### src/rtl/inst_fetch_ctrl.sv
// Instruction fetch controller: one outstanding memory request, 2-entry instruction buffer, redirect flush.
// Define FETCH_BYPASS_EN to forward a response straight to the outputs when the buffer is empty.
module inst_fetch_ctrl #(
    parameter logic [31:0] RESET_PC = 32'h0000_0000,
    parameter logic [31:0] NOP      = 32'h0000_0013
) (
    input  logic        clk,
    input  logic        reset,
    input  logic        stall,
    input  logic        redirect_valid,
    input  logic [31:0] redirect_pc,
    output logic        inst_mem_req,
    output logic [31:0] inst_mem_address,
    input  logic        inst_mem_is_valid,
    input  logic [31:0] inst_mem_read_data,
    output logic        inst_valid,
    output logic [31:0] instruction,
    output logic [31:0] inst_fetch_pc,
    output logic        exception
);
    typedef enum logic [1:0] {IDLE, WAIT, DRAIN, HALT} state_e;

    state_e      state_q, state_d;
    logic [31:0] fetch_pc_q, fetch_pc_d;
    logic [31:0] addr_q, addr_d;
    logic [1:0]  count_q, count_d;
    logic        exception_q, exception_d;
    logic [31:0] word0_q, word0_d, pc0_q, pc0_d;
    logic [31:0] word1_q, word1_d, pc1_q, pc1_d;

    logic        redirect_act, misaligned, bypass, pop, push;
    logic [1:0]  count_pop;

    // Once the exception is raised every later redirect is ignored until reset.
    always_comb begin
        redirect_act = redirect_valid && !exception_q;
        misaligned   = (redirect_pc[1:0] != 2'b00);
`ifdef FETCH_BYPASS_EN
        bypass = (state_q == WAIT) && (count_q == 2'd0) && inst_mem_is_valid && !redirect_act;
`else
        bypass = 1'b0;
`endif
        inst_valid = (count_q != 2'd0) || bypass;
        pop        = inst_valid && !stall && !redirect_act;
        push       = (state_q == WAIT) && inst_mem_is_valid && !redirect_act && !(bypass && !stall);
    end

    always_comb begin
        instruction   = NOP;
        inst_fetch_pc = fetch_pc_q;
        if (count_q != 2'd0) begin
            instruction   = word0_q;
            inst_fetch_pc = pc0_q;
        end
`ifdef FETCH_BYPASS_EN
        if (bypass) begin
            instruction   = inst_mem_read_data;
            inst_fetch_pc = addr_q;
        end
`endif
    end

    // NOTE: every signal gets its default first so no path through the block can infer a latch.
    always_comb begin
        word0_d   = word0_q;
        pc0_d     = pc0_q;
        word1_d   = word1_q;
        pc1_d     = pc1_q;
        count_pop = count_q;
        count_d   = count_q;
        if (redirect_act) begin
            count_d = 2'd0;
        end else begin
            if (pop && count_q != 2'd0) begin
                word0_d   = word1_q;
                pc0_d     = pc1_q;
                count_pop = count_q - 2'd1;
            end
            count_d = count_pop;
            if (push) begin
                if (count_pop == 2'd0) begin
                    word0_d = inst_mem_read_data;
                    pc0_d   = addr_q;
                end else begin
                    word1_d = inst_mem_read_data;
                    pc1_d   = addr_q;
                end
                count_d = count_pop + 2'd1;
            end
        end
    end

    always_comb begin
        state_d     = state_q;
        fetch_pc_d  = fetch_pc_q;
        addr_d      = addr_q;
        exception_d = exception_q;
        if (redirect_act) begin
            fetch_pc_d = redirect_pc;
            if (misaligned) exception_d = 1'b1;
        end
        unique case (state_q)
            IDLE: begin
                if (redirect_act) begin
                    if (misaligned) state_d = HALT;
                end else if ((count_q < 2'd2) || pop) begin
                    state_d = WAIT;
                    addr_d  = fetch_pc_q;
                end
            end
            WAIT: begin
                if (redirect_act) begin
                    if (!inst_mem_is_valid) state_d = DRAIN;
                    else                    state_d = misaligned ? HALT : IDLE;
                end else if (inst_mem_is_valid) begin
                    fetch_pc_d = fetch_pc_q + 32'd4;
                    state_d    = IDLE;
                end
            end
            // The response to the abandoned request is thrown away.
            DRAIN: begin
                if (inst_mem_is_valid) state_d = exception_d ? HALT : IDLE;
            end
            HALT: ;
            default: state_d = IDLE;
        endcase
    end

    // NOTE: sequential state uses non-blocking assignments so all flops update together at the edge.
    always_ff @(posedge clk) begin
        if (reset) begin
            state_q     <= IDLE;
            fetch_pc_q  <= RESET_PC;
            addr_q      <= RESET_PC;
            count_q     <= 2'd0;
            exception_q <= 1'b0;
        end else begin
            state_q     <= state_d;
            fetch_pc_q  <= fetch_pc_d;
            addr_q      <= addr_d;
            count_q     <= count_d;
            exception_q <= exception_d;
        end
    end

    // NOTE: buffer storage needs no reset; count_q alone decides which entries are meaningful.
    always_ff @(posedge clk) begin
        word0_q <= word0_d;
        pc0_q   <= pc0_d;
        word1_q <= word1_d;
        pc1_q   <= pc1_d;
    end

    assign inst_mem_req     = (state_q == WAIT) || (state_q == DRAIN);
    assign inst_mem_address = addr_q;
    assign exception        = exception_q;
endmodule

### config.mk
export PLATFORM = sky130hd
export DESIGN_NAME = inst_fetch_ctrl
export DESIGN_NICKNAME = d
export VERILOG_FILES = /design/src/rtl/inst_fetch_ctrl.sv
export SDC_FILE = /design/constraint.sdc
export NUM_CORES = 1
export LEC_CHECK = 0
export CAP_MARGIN = 30
export CELL_PAD_IN_SITES_DETAIL_PLACEMENT = 0
export CELL_PAD_IN_SITES_GLOBAL_PLACEMENT = 1
export CORE_MARGIN = 3
export CORE_UTILIZATION = 40
export DETAILED_ROUTE_END_ITERATION = 10
export HOLD_SLACK_MARGIN = 0.06
export PLACE_DENSITY_LB_ADDON = 0.1
export SYNTH_ARGS = -nofsm -noshare
export SYNTH_HDL_FRONTEND = slang
export SYNTH_SLANG_ARGS = --single-unit
### constraint.sdc
create_clock -name clk -period 9.29 [get_ports clk]
set_input_delay 1.3935 -clock clk [delete_from_list [all_inputs] [get_ports clk]]
set_output_delay 1.3935 -clock clk [all_outputs]
set_load 0.02 [all_outputs]
-- Yosys cells after proc, flatten, opt, wreduce, memory -nomap -nowiden
Index checks and enable logic that the tools add are counted.
- bits in registers: 197
- output and inout port bits: 99
- logic and storage cells: 68
- $add $sub $neg: 3
- magnitude comparators: 1
- eq/ne operators: 6
- mux-type cells: 27
- bitwise operators: 2
- reductions and logical operators: 20
- operators by type and width (operator ; count):
    $mux W32 ; 12
    $add A32 B3 Y32 const B ; 1
    $mux W2 ; 12
    $ne A3 B3 Y1 const B ; 3
    $logic_and A1 B1 Y1 ; 6
    $pmux W2 S3 ; 1
    $reduce_and A3 Y1 ; 2
    $reduce_and A5 Y1 ; 1
    $logic_not A2 Y1 ; 2
    $reduce_bool A2 Y1 ; 2
    $logic_not A1 Y1 ; 3
    $reduce_bool A3 Y1 ; 1
    $add A2 B1 Y2 const B ; 1
    $eq A2 B1 Y1 const B ; 1
    $eq A2 B2 Y1 const B ; 1
    $logic_or A1 B1 Y1 ; 2
    $lt A2 B2 Y1 const B ; 1
    $mux W1 ; 2
    $ne A2 B2 Y1 const B ; 1
    $not A1 Y1 ; 2
    $reduce_or A2 Y1 ; 1
    $sub A2 B1 Y2 const B ; 1

-- Depth between registers and ports, before layout
Gate-level depths: netlist (run 1).
- depth after elaboration: 10
- depth in mapped cells: 13
- depth with buffers taken out: 9

-- Worst setup path before layout (run 1)
OpenSTA, ideal clock, no wires.
- path type: input-to-reg
- start point: in redirect_valid
- end point: reg pc1_q[0], enable pin
- library setup time: 0.565 ns
- data arrival time: 6.972 ns
- required time: 8.725 ns
- slack: 1.754 ns
- stages: 7
- path buffers: 2
- path through: nor2b_1 > nor3_1 > buf_2 > buf_2 > xnor2_1 > ha_1 > nor3_1
- word-level cells in the longest chain between the ends: 9
- elaborated cells on any way between the ends: 11
- ends and longest elaborated chain (element ; RTL line ; text):
    start, declared ; 10 ; input logic redirect_valid,
    $logic_and A1 B1 Y1 * ; 36 ; redirect_act = redirect_valid && !exception_q;
    $logic_not A1 Y1 ; 44, 45 ;
    $logic_and A1 B1 Y1 ; 44 ; pop = inst_valid && !stall && !redirect_act;
    $logic_and A1 B1 Y1 ; 74 ; if (pop && count_q != 2'd0) begin
    $mux W2 ; 74 ;
    $mux W2 ; 71 ; if (redirect_act) begin
    $logic_not A2 Y1 ; 81 ; if (count_pop == 2'd0) begin
    $not A1 Y1 (no source line) ; -- ;
    $reduce_and A3 Y1 (no source line) * ; -- ;
    end signal, assigned ; 151 ; pc1_q <= pc1_d;
    end, declared ; 29 ; logic [31:0] word1_q, word1_d, pc1_q, pc1_d;
Mark *: on every way between the ends. The rest lies on a longest branch, timed or not. The select of a mux whose other input is x is not followed.
A chain may end at the register's enable or synchronous reset.

-- Final worst setup path (run 1)
- start point: in redirect_valid
- end point: reg pc0_q[23] (data pin)
- word-level cells in the longest chain between the ends: 9
- elaborated cells on any way between the ends: 11
- ends and longest elaborated chain (element ; RTL line ; text):
    $logic_and A1 B1 Y1 * ; 36 ;
    $logic_not A1 Y1 * ; 44, 45 ;
    $logic_and A1 B1 Y1 ; 44 ;
    $logic_and A1 B1 Y1 ; 74 ;
    $mux W2 ; 74 ;
    $mux W2 ; 71 ;
    $logic_not A2 Y1 ; 81 ;
    $mux W32 ; 81 ;
    $mux W32 * ; 80 ; if (push) begin
    end signal, assigned ; 149 ; pc0_q <= pc0_d;
    end, declared ; 28 ; logic [31:0] word0_q, word0_d, pc0_q, pc0_d;
Marks and branches as above.

==> results.yml, run 1 <==
timing:
  max_slew_margin_pct: 41.4
  worst_pin_slew_ps: 880
  maxSlewViolCount: 0
  fmax_mhz: 219
  setup_viol: 0
  holdWs_ps: 478
  fin_crit_ps: 4570
  period_share_pct: 49.1
  hold_viol: 0
  finalWorstSetupSlack_ps: 4720
  skew_ps: 16.2
  rsz0062_at_grt: "false"
  fin_setup_tns_ps: 0
worst_setup_path:
  ff2ff_path_depth: 9
  rr_startpoint: "count_q[1]$_SDFF_PP0_"
  arrival_ps: 4710
  r2r-end: "pc0_q[23]$_DFFE_PN_"
  critical-path-max-stage-delay_ps: 610
  crit_slowest_cell: "buf_4"
  reg2reg_setup_slack_ps: 5800
  crit_required_ps: 9430
  cp-start-kind: "primary input"
  cp_max_fo: 67
  crit_type: "in -> reg"
  endpoint_kind: "register"
  cp_cell_sequence: "clkdlybuf4s50_1 -> nor2b_2 -> buf_4 -> inv_4 -> nand3_1 -> o21ai_0 -> ha_1 -> and3_4 -> buf_4 -> o21ai_0"
layout:
  final_common_cell: "clkdlybuf4s50_1"
  fillCellCount: 2022
  nets: 1070
  insertedDiodeCount: 0
  syn_to_final_growth_pct: 27.2
  final_cell_mix: "clkdlybuf4s50_1, nand2_1, edfxtp_1"
  drive_above_1_share_pct: 9.04
min_path:
  min_delay_path_depth: 2
  min_to: "inst_mem_address[0]$_SDFFE_PP0P_"
  min_path_type: "reg -> reg"
  worstHoldStart: "fetch_pc_q[0]$_SDFFE_PP0P_"
synthesis:
  yosys.cell_types.count: 50
  synth.avg_cell_area_sq_um: 10.7
  synthCells: 857
  yosysWarnings: 0
  ys_top_cells_by_area: "edfxtp_1, dfxtp_1, mux2i_1"
  synth_largest_area_cell: "edfxtp_1"
  netlist_area_sq_um: 9160
  synth_top_cell_area_share_pct: 42.0
  synth_async_sr_flop_share_pct: 0
  ys_seq_area_share_pct: 57.0
  synthFlopType: "edfxtp_1"
  synth_edf_count: 128
  synth-seq-cells: 197
  syn-num-nets: 933
detailed_routing:
  drt_iter0_drc: 404
  drc: 0
  detail-route-antenna-nets: 0
  dr.pass1.iters: 5
  drt_wl_total_um: 23300
  wl_per_cell_um: 18.1
  viasPerCell: 5.20
  vias: 6698
power:
  p_sw_w: 0.000880
  combPwrFrac_pct: 29.9
  p_seq_share_pct: 44.0
  peakVddDrop_v: 0.000155
  p_clk_share_pct: 26.0
  leakage_nw: 3.73
  powerDensity_nw_per_um2: 236
  internal_power_w: 0.00187
  swShare_pct: 32.0
grt:
  grt_pass1_vias: 6603
  grt_pass1_wl_um: 36900
  overflow: 0
  grt_start_max_net_pins: 74
  grt_use_total_pct: 19.1
  antenna_found_initial: 0
floorplanning:
  io_pins: 168
  core_area_sq_um: 22200
  dieWidth_um: 157
  initial_utilization_pct: 41.3
  die_height_um: 157
  fp-row-count: 54
  dieArea_sq_um: 24700
run:
  maxCapViolCount: 0
cts:
  root_buffer: "clkbuf_16"
  tritoncts: "built"
  cts_buffer_depth: 2
  clk_latency_ps: 430
  cts.sinks: 197
  hold_buffers: 0
  cts_resized: 0
  numCtsBuffers: 17
  htree_num_levels: 4
  path_clk_slew_ps: 70
  post_cts_buffers: 0
status:
  status: "finished, final reports clean"
place:
  dpl.hpwl_um: 14900
  port_buffers: 167
  pre_cts_ws_ps: 4250
  gp_congestion: 0.726
-- worst max-delay path by stage --
stage / start / end / slack (ps)
floorplan: redirect_valid / pc1_q[0]$_DFFE_PP_ / 1750
global route: redirect_valid / pc0_q[23]$_DFFE_PN_ / 4360
CTS: redirect_valid / pc0_q[23]$_DFFE_PN_ / 4710
detailed placement: redirect_valid / pc0_q[13]$_DFFE_PN_ / 4250
finish: redirect_valid / pc0_q[23]$_DFFE_PN_ / 4720
global placement: redirect_valid / word0_q[10]$_DFFE_PN_ / 4310
-- synth_stat cells (2+ instances only) --
cell and count:
ha_1 7, inv_1 12, nand4_1 6, buf_2 15, a211oi_1 18, nand3_1 21, and3_1 3, nor3b_1 4
a2111o_1 2, o21ai_0 70, o31a_1 4, and4_1 8, clkbuf_1 41, or2_2 5, a311oi_1 6, buf_1 6
a31oi_1 3, dfxtp_1 69, xnor2_1 7, or3_1 5, and2_1 2, nor2b_1 31, mux2_2 32, nor2_1 43
xor2_1 4, nand2_1 152, o211ai_1 2, a21oi_1 38, nor4_1 22, nor3_1 9, mux2i_1 64, edfxtp_1 128
-- cell type report --
type / count / area [sq um] / share of cell area, %
inverters: 12 / 47.5 / 0.408
well taps: 280 / 350 / 3.01
flip-flops and latches: 197 / 5230 / 44.9
clock buffers: 20 / 468 / 4.02
multi-input cells: 586 / 3660 / 31.4
repair buffers: 180 / 1780 / 15.3
clock inverters: 12 / 116 / 0.999
-- flip-flops by register name, indices dropped and copies added, names as in the netlist --
name / count
state_q: 2
pc0_q: 32
inst_mem_address: 32
word0_q: 32
fetch_pc_q: 32
count_q: 2
word1_q: 32
pc1_q: 32
exception: 1
-- power by group through the flow --
stage / sequential [W] / combinational [W] / clock, W
2_1_floorplan: 0.00122 / 0.000494 / 0
3_3_place_gp: 0.00123 / 0.000823 / 0
3_5_place_dp: 0.00123 / 0.000832 / 0
4_1_cts: 0.00121 / 0.000834 / 0.000737
5_1_grt: 0.00123 / 0.000899 / 0.000770
6_report: 0.00121 / 0.000822 / 0.000715
-- layer usage --
layer / wire, um / vias up / track usage (%)
met1: 11300 / 3138 / 27.2
met5: 0 / - / 0
met4: 200 / 0 / 4.21
li1: - / 3378 / -
met2: 10900 / 165 / 30.2
met3: 913 / 17 / 3.90
-- metrics by stage --
step	cells	util, %	area, sq um	power [W]
5_1_grt	1287	52.6	11600	0.00290
4_1_cts	1286	52.4	11600	0.00278
2_1_floorplan	857	-	9160	0.00171
6_report	1287	52.6	11600	0.00275
3_5_place_dp	1254	49.8	11000	0.00206
3_3_place_gp	1254	49.8	11000	0.00205
-- worst max-delay path, delay by kind of cell --
family / cells / cell delay (ps)
buf+inv: 4 / 1840
simple gates: 3 / 860
compound gates: 2 / 340
fa+ha+maj: 1 / 220
-- kinds of logic after synthesis --
family                     after synthesis  synth area share, %
and+or+nand+nor                        318                 16.6
DFF                                    197                 57.0
AOI/OAI and AO/OA                      153                 9.96
muxes                                   96                 10.9
buffers and inverters                   74                 3.24
xor gates and xnor gates                12                 1.30
adders and majority gates                7                0.956
(Power assumes the default switching activity.)
==> run 2: changes to the inputs <==
clock period = 4.25 ns   (was 9.29 ns; I/O delays follow)
==> run 2 against run 1 <==
Effect of this change: critical path depth fell by 5; non-clock buffer count rose by 1; sequential power rose by 120%; clock skew fell by 2.4 ps; combinational power rose by 120%; sequential share of layout area barely moved; critical endpoint is now inst_fetch_pc[30].
==> results.yml, run 2 (same netlist as run 1, synthesis figures left out) <==
worst_setup_path:
  endpoint_kind: "output pin"
  arrival_ps: 2690
  cp_max_fo: 42
  crit_required_ps: 3610
  ff2ff_path_depth: 9
  cp-start-kind: "register"
  crit_type: "reg -> out"
min_path:
  min_path_type: "reg -> reg"
  min_delay_path_depth: 2
cts:
  path_clk_slew_ps: 70
  root_buffer: "clkbuf_16"
  hold_buffers: 0
  post_cts_buffers: 0
  htree_num_levels: 4
  clk_latency_ps: 430
  cts.sinks: 197
  numCtsBuffers: 17
  cts_buffer_depth: 2
  cts_resized: 0
  tritoncts: "built"
timing:
  fmax_mhz: 300
  worst_pin_slew_ps: 876
  period_share_pct: 78.4
  hold_viol: 0
  rsz0062_at_grt: "false"
  maxSlewViolCount: 0
  skew_ps: 13.7
  max_slew_margin_pct: 41.6
  finalWorstSetupSlack_ps: 918
  fin_setup_tns_ps: 0
  fin_crit_ps: 3330
  setup_viol: 0
detailed_routing:
  drt_iter0_drc: 373
  drc: 0
  viasPerCell: 5.29
  vias: 6808
  dr.pass1.iters: 4
  wl_per_cell_um: 18.1
  detail-route-antenna-nets: 0
  drt_wl_total_um: 23300
place:
  pre_cts_ws_ps: 897
  port_buffers: 167
  gp_congestion: 0.762
  dpl.hpwl_um: 15200
  placed_cell_area_sq_um: 11100
layout:
  final_cell_mix: "clkdlybuf4s50_1, nand2_1, edfxtp_1"
  insertedDiodeCount: 0
  fillCellCount: 2058
  nets: 1071
  final_util_pct: 52.5
  final_common_cell: "clkdlybuf4s50_1"
  final_area_sq_um: 11600
  drive_above_1_share_pct: 9.03
  syn_to_final_growth_pct: 27.1
grt:
  overflow: 0
  grt_pass1_wl_um: 37000
  antenna_found_initial: 0
  grt_use_total_pct: 19.0
  grt_start_max_net_pins: 113
  grt_pass1_vias: 6785
floorplanning:
  initial_utilization_pct: 41.3
  fp-row-count: 54
  dieWidth_um: 157
  io_pins: 168
  core_area_sq_um: 22200
  die_height_um: 157
  dieArea_sq_um: 24700
run:
  maxCapViolCount: 0
status:
  status: "finished, final reports clean"
power:
  peakVddDrop_v: 0.000295
  powerDensity_nw_per_um2: 513
  leakage_nw: 3.73
-- run 2: changes by cell type in the layout (fill, tap and decap cells not counted), sizes merged --
cell,change
clkinvlp,+1
clkinv,-2
buf,+1
clkbuf,-1
inv,+2
-- run 2: path summary, 6_finish.rpt --
| check | to | from | slack (ps) |
|---|---|---|---|
| setup / recovery | inst_fetch_pc[30] | count_q[1]$_SDFF_PP0_ | 920 |
| hold / removal | inst_mem_address[0]$_SDFFE_PP0P_ | fetch_pc_q[0]$_SDFFE_PP0P_ | 480 |
| setup reg to reg | pc0_q[26]$_DFFE_PN_ | count_q[0]$_SDFF_PP0_ | 1470 |
| hold reg to reg | inst_mem_address[0]$_SDFFE_PP0P_ | fetch_pc_q[0]$_SDFFE_PP0P_ | 480 |
-- run 2: per-stage QoR --
| stage | total power, W | hold slack [ps] | std cells |
|---|---|---|---|
| after floorplan | 0.00374 | 442 | 857 |
| after global placement | 0.00448 | 470 | 1256 |
| after detailed placement | 0.00451 | 474 | 1256 |
| after CTS | 0.00604 | 483 | 1288 |
| after global routing | 0.00631 | 495 | 1288 |
| final | 0.00597 | 478 | 1288 |
-- run 2: worst max-delay path: stages, from the launching register on --
cell and delay, ps:
dfxtp_1 330, inv_1 100, ha_2 370, buf_4 490, mux2_2 390, clkdlybuf4s50_1 570
-- run 2: cell type report --
cell class                      count  area (sq um)  share of cell area [%]
Multi-Input combinational cell    586          3660                    31.5
Sequential cell                   197          5230                    44.9
Timing Repair Buffer              181          1810                    15.5
Clock buffer                       19           433                    3.72
Inverter                           12          47.5                   0.408
Clock inverter                     13           116                   0.999
Tap cell                          280           350                    3.01
-- run 2: power breakdown --
part / internal [W] / total, W / switching (W)
registers: 0.00244 / 0.00264 / 0.000195
clock network: 0.000772 / 0.00153 / 0.000757
logic: 0.000821 / 0.00180 / 0.000982
-- run 2: per-layer routing --
| layer | global-route usage [%] | routed length, um | up-vias |
|---|---|---|---|
| met5 | 0 | 0 | - |
| met1 | 26.6 | 11200 | 3227 |
| met2 | 30.9 | 10900 | 177 |
| met3 | 3.16 | 957 | 23 |
| li1 | - | - | 3381 |
| met4 | 4.59 | 227 | 0 |
==> run 3: changes to the inputs <==
clock period = 3.3 ns   (was 4.25 ns; I/O delays follow)
==> run 3 against run 2 <==
Effect of this change: die area did not move; largest cell class unchanged; first-iteration DRC count decreased by 16%; sequential share of layout area down 0.46 points; critical path depth did not move; critical endpoint is now inst_fetch_pc[13]; register-to-register slack got worse by 560 ps; largest power group unchanged; sequential power rose by 29%.
==> results.yml, run 3 (same netlist as run 1, synthesis figures left out) <==
timing:
  period_share_pct: 90.9
  rsz0062_at_grt: "false"
  skew_ps: 10.1
  hold_viol: 0
  worst_pin_slew_ps: 905
  finalWorstSetupSlack_ps: 299
  setup_viol: 0
  fmax_mhz: 333
  holdWs_ps: 486
  max_slew_margin_pct: 39.7
  fin_crit_ps: 3000
  maxSlewViolCount: 0
cts:
  post_cts_buffers: 0
  root_buffer: "clkbuf_16"
  cts.sinks: 197
  numCtsBuffers: 17
  hold_buffers: 0
  htree_num_levels: 4
  path_clk_slew_ps: 70
  clk_latency_ps: 430
  tritoncts: "built"
  cts_resized: 0
  cts_buffer_depth: 2
floorplanning:
  initial_utilization_pct: 41.3
  dieWidth_um: 157
  dieArea_sq_um: 24700
  fp-row-count: 54
  core_area_sq_um: 22200
  io_pins: 168
  die_height_um: 157
grt:
  antenna_found_initial: 0
  grt_start_max_net_pins: 54
  overflow: 0
  grt_pass1_wl_um: 37500
  grt_pass1_vias: 6796
  grt_use_total_pct: 19.3
layout:
  multi_input_area_sq_um: 3680
  insertedDiodeCount: 0
  finalNonFillerCells: 1297
  final_cell_mix: "clkdlybuf4s50_1, nand2_1, edfxtp_1"
  fillCellCount: 2002
  syn_to_final_growth_pct: 28.5
  drive_above_1_share_pct: 10.1
  nets: 1080
  final_util_pct: 53.1
  final_area_sq_um: 11800
  final_common_cell: "clkdlybuf4s50_1"
  seq_area_sq_um: 5230
worst_setup_path:
  crit_path_end: "inst_fetch_pc[13]"
  cp-start-kind: "register"
  cp_max_fo: 27
  startpoint: "count_q[1]$_SDFF_PP0_"
  rr_startpoint: "count_q[1]$_SDFF_PP0_"
  crit_type: "reg -> out"
  critical-path-max-stage-delay_ps: 560
  arrival_ps: 2510
  cp_cell_sequence: "inv_1 -> ha_2 -> buf_4 -> mux2_2 -> clkdlybuf4s50_1"
  r2r-end: "word0_q[16]$_DFFE_PN_"
  crit_required_ps: 2800
  reg2reg_setup_slack_ps: 910
  ff2ff_path_depth: 9
  crit_slowest_cell: "clkdlybuf4s50_1"
  endpoint_kind: "output pin"
power:
  p_sw_w: 0.00250
  internal_power_w: 0.00530
  p_seq_share_pct: 43.6
  combPwrFrac_pct: 30.4
  swShare_pct: 32.1
  leakage_nw: 3.79
  powerDensity_nw_per_um2: 664
  p_clk_share_pct: 26.0
  peakVddDrop_v: 0.000431
detailed_routing:
  wl_per_cell_um: 18.1
  drt_wl_total_um: 23500
  detail-route-antenna-nets: 0
  drc: 0
  vias: 6824
  drt_iter0_drc: 315
  viasPerCell: 5.26
  dr.pass1.iters: 4
status:
  status: "finished, final reports clean"
place:
  dpl.hpwl_um: 15600
  gp_congestion: 0.760
  placedCellCount: 1264
  port_buffers: 167
  placed_cell_area_sq_um: 11200
  pre_cts_ws_ps: 433
min_path:
  min_path_type: "reg -> reg"
run:
  maxCapViolCount: 0
run 3: changes by cell type in the layout (fill, tap and decap cells not counted), sizes merged:
cell / previous run / this run
clkinv: 5 / 6
clkinvlp: 2 / 1
bufinv: 0 / 1
clkbuf: 19 / 18
buf: 15 / 24
run 3: metal layers:
| metal | vias to the layer above | part of all wire, % | track usage, % |
|---|---|---|---|
| met5 | - | 0 | 0 |
| met4 | 0 | 1.2 | 5.17 |
| met3 | 16 | 4.7 | 3.52 |
| met2 | 176 | 46 | 30.3 |
| met1 | 3217 | 48 | 27.8 |
| li1 | 3415 | - | - |
run 3: per-stage QoR:
stage	power, W	setup TNS (ps)
final	0.00781	0
after detailed placement	0.00586	0
after global routing	0.00824	0
after floorplan	0.00483	-2490
after global placement	0.00581	0
after CTS	0.00789	0
run 3: area by class of cell:
type | instances | share of cell area [%]
clock buffer | 18 | 3.65
clock inverter | 14 | 1.19
inverter | 12 | 0.404
multi-input combinational | 586 | 31.3
sequential | 197 | 44.4
tap | 280 | 2.98
timing repair buffer | 190 | 16.1
run 3: power groups by stage:
| stage | clock network (W) | registers [W] | logic, W |
|---|---|---|---|
| finish | 0.00203 | 0.00340 | 0.00237 |
| global route | 0.00218 | 0.00346 | 0.00259 |
| CTS | 0.00208 | 0.00341 | 0.00240 |
| detailed placement | 0 | 0.00346 | 0.00240 |
| global placement | 0 | 0.00345 | 0.00236 |
| floorplan | 0 | 0.00342 | 0.00141 |
run 3: worst min path at each step:
stage                                       from                               end  depth (start not counted)
6_report              fetch_pc_q[0]$_SDFFE_PP0P_  inst_mem_address[0]$_SDFFE_PP0P_                          2
3_5_place_dp          fetch_pc_q[0]$_SDFFE_PP0P_        fetch_pc_q[0]$_SDFFE_PP0P_                          2
4_1_cts               fetch_pc_q[0]$_SDFFE_PP0P_        fetch_pc_q[0]$_SDFFE_PP0P_                          2
3_3_place_gp          fetch_pc_q[0]$_SDFFE_PP0P_  inst_mem_address[0]$_SDFFE_PP0P_                          2
5_1_grt        inst_mem_address[26]$_SDFFE_PP0P_               pc1_q[26]$_DFFE_PP_                          0
2_1_floorplan         fetch_pc_q[0]$_SDFFE_PP0P_  inst_mem_address[0]$_SDFFE_PP0P_                          2
run 3: critical path, delay by kind of cell (launching register included):
kind / cells / cell delay (ps)
flops: 1 / 330
mux: 1 / 420
fa+ha+maj: 1 / 260
buf+inv: 3 / 1070
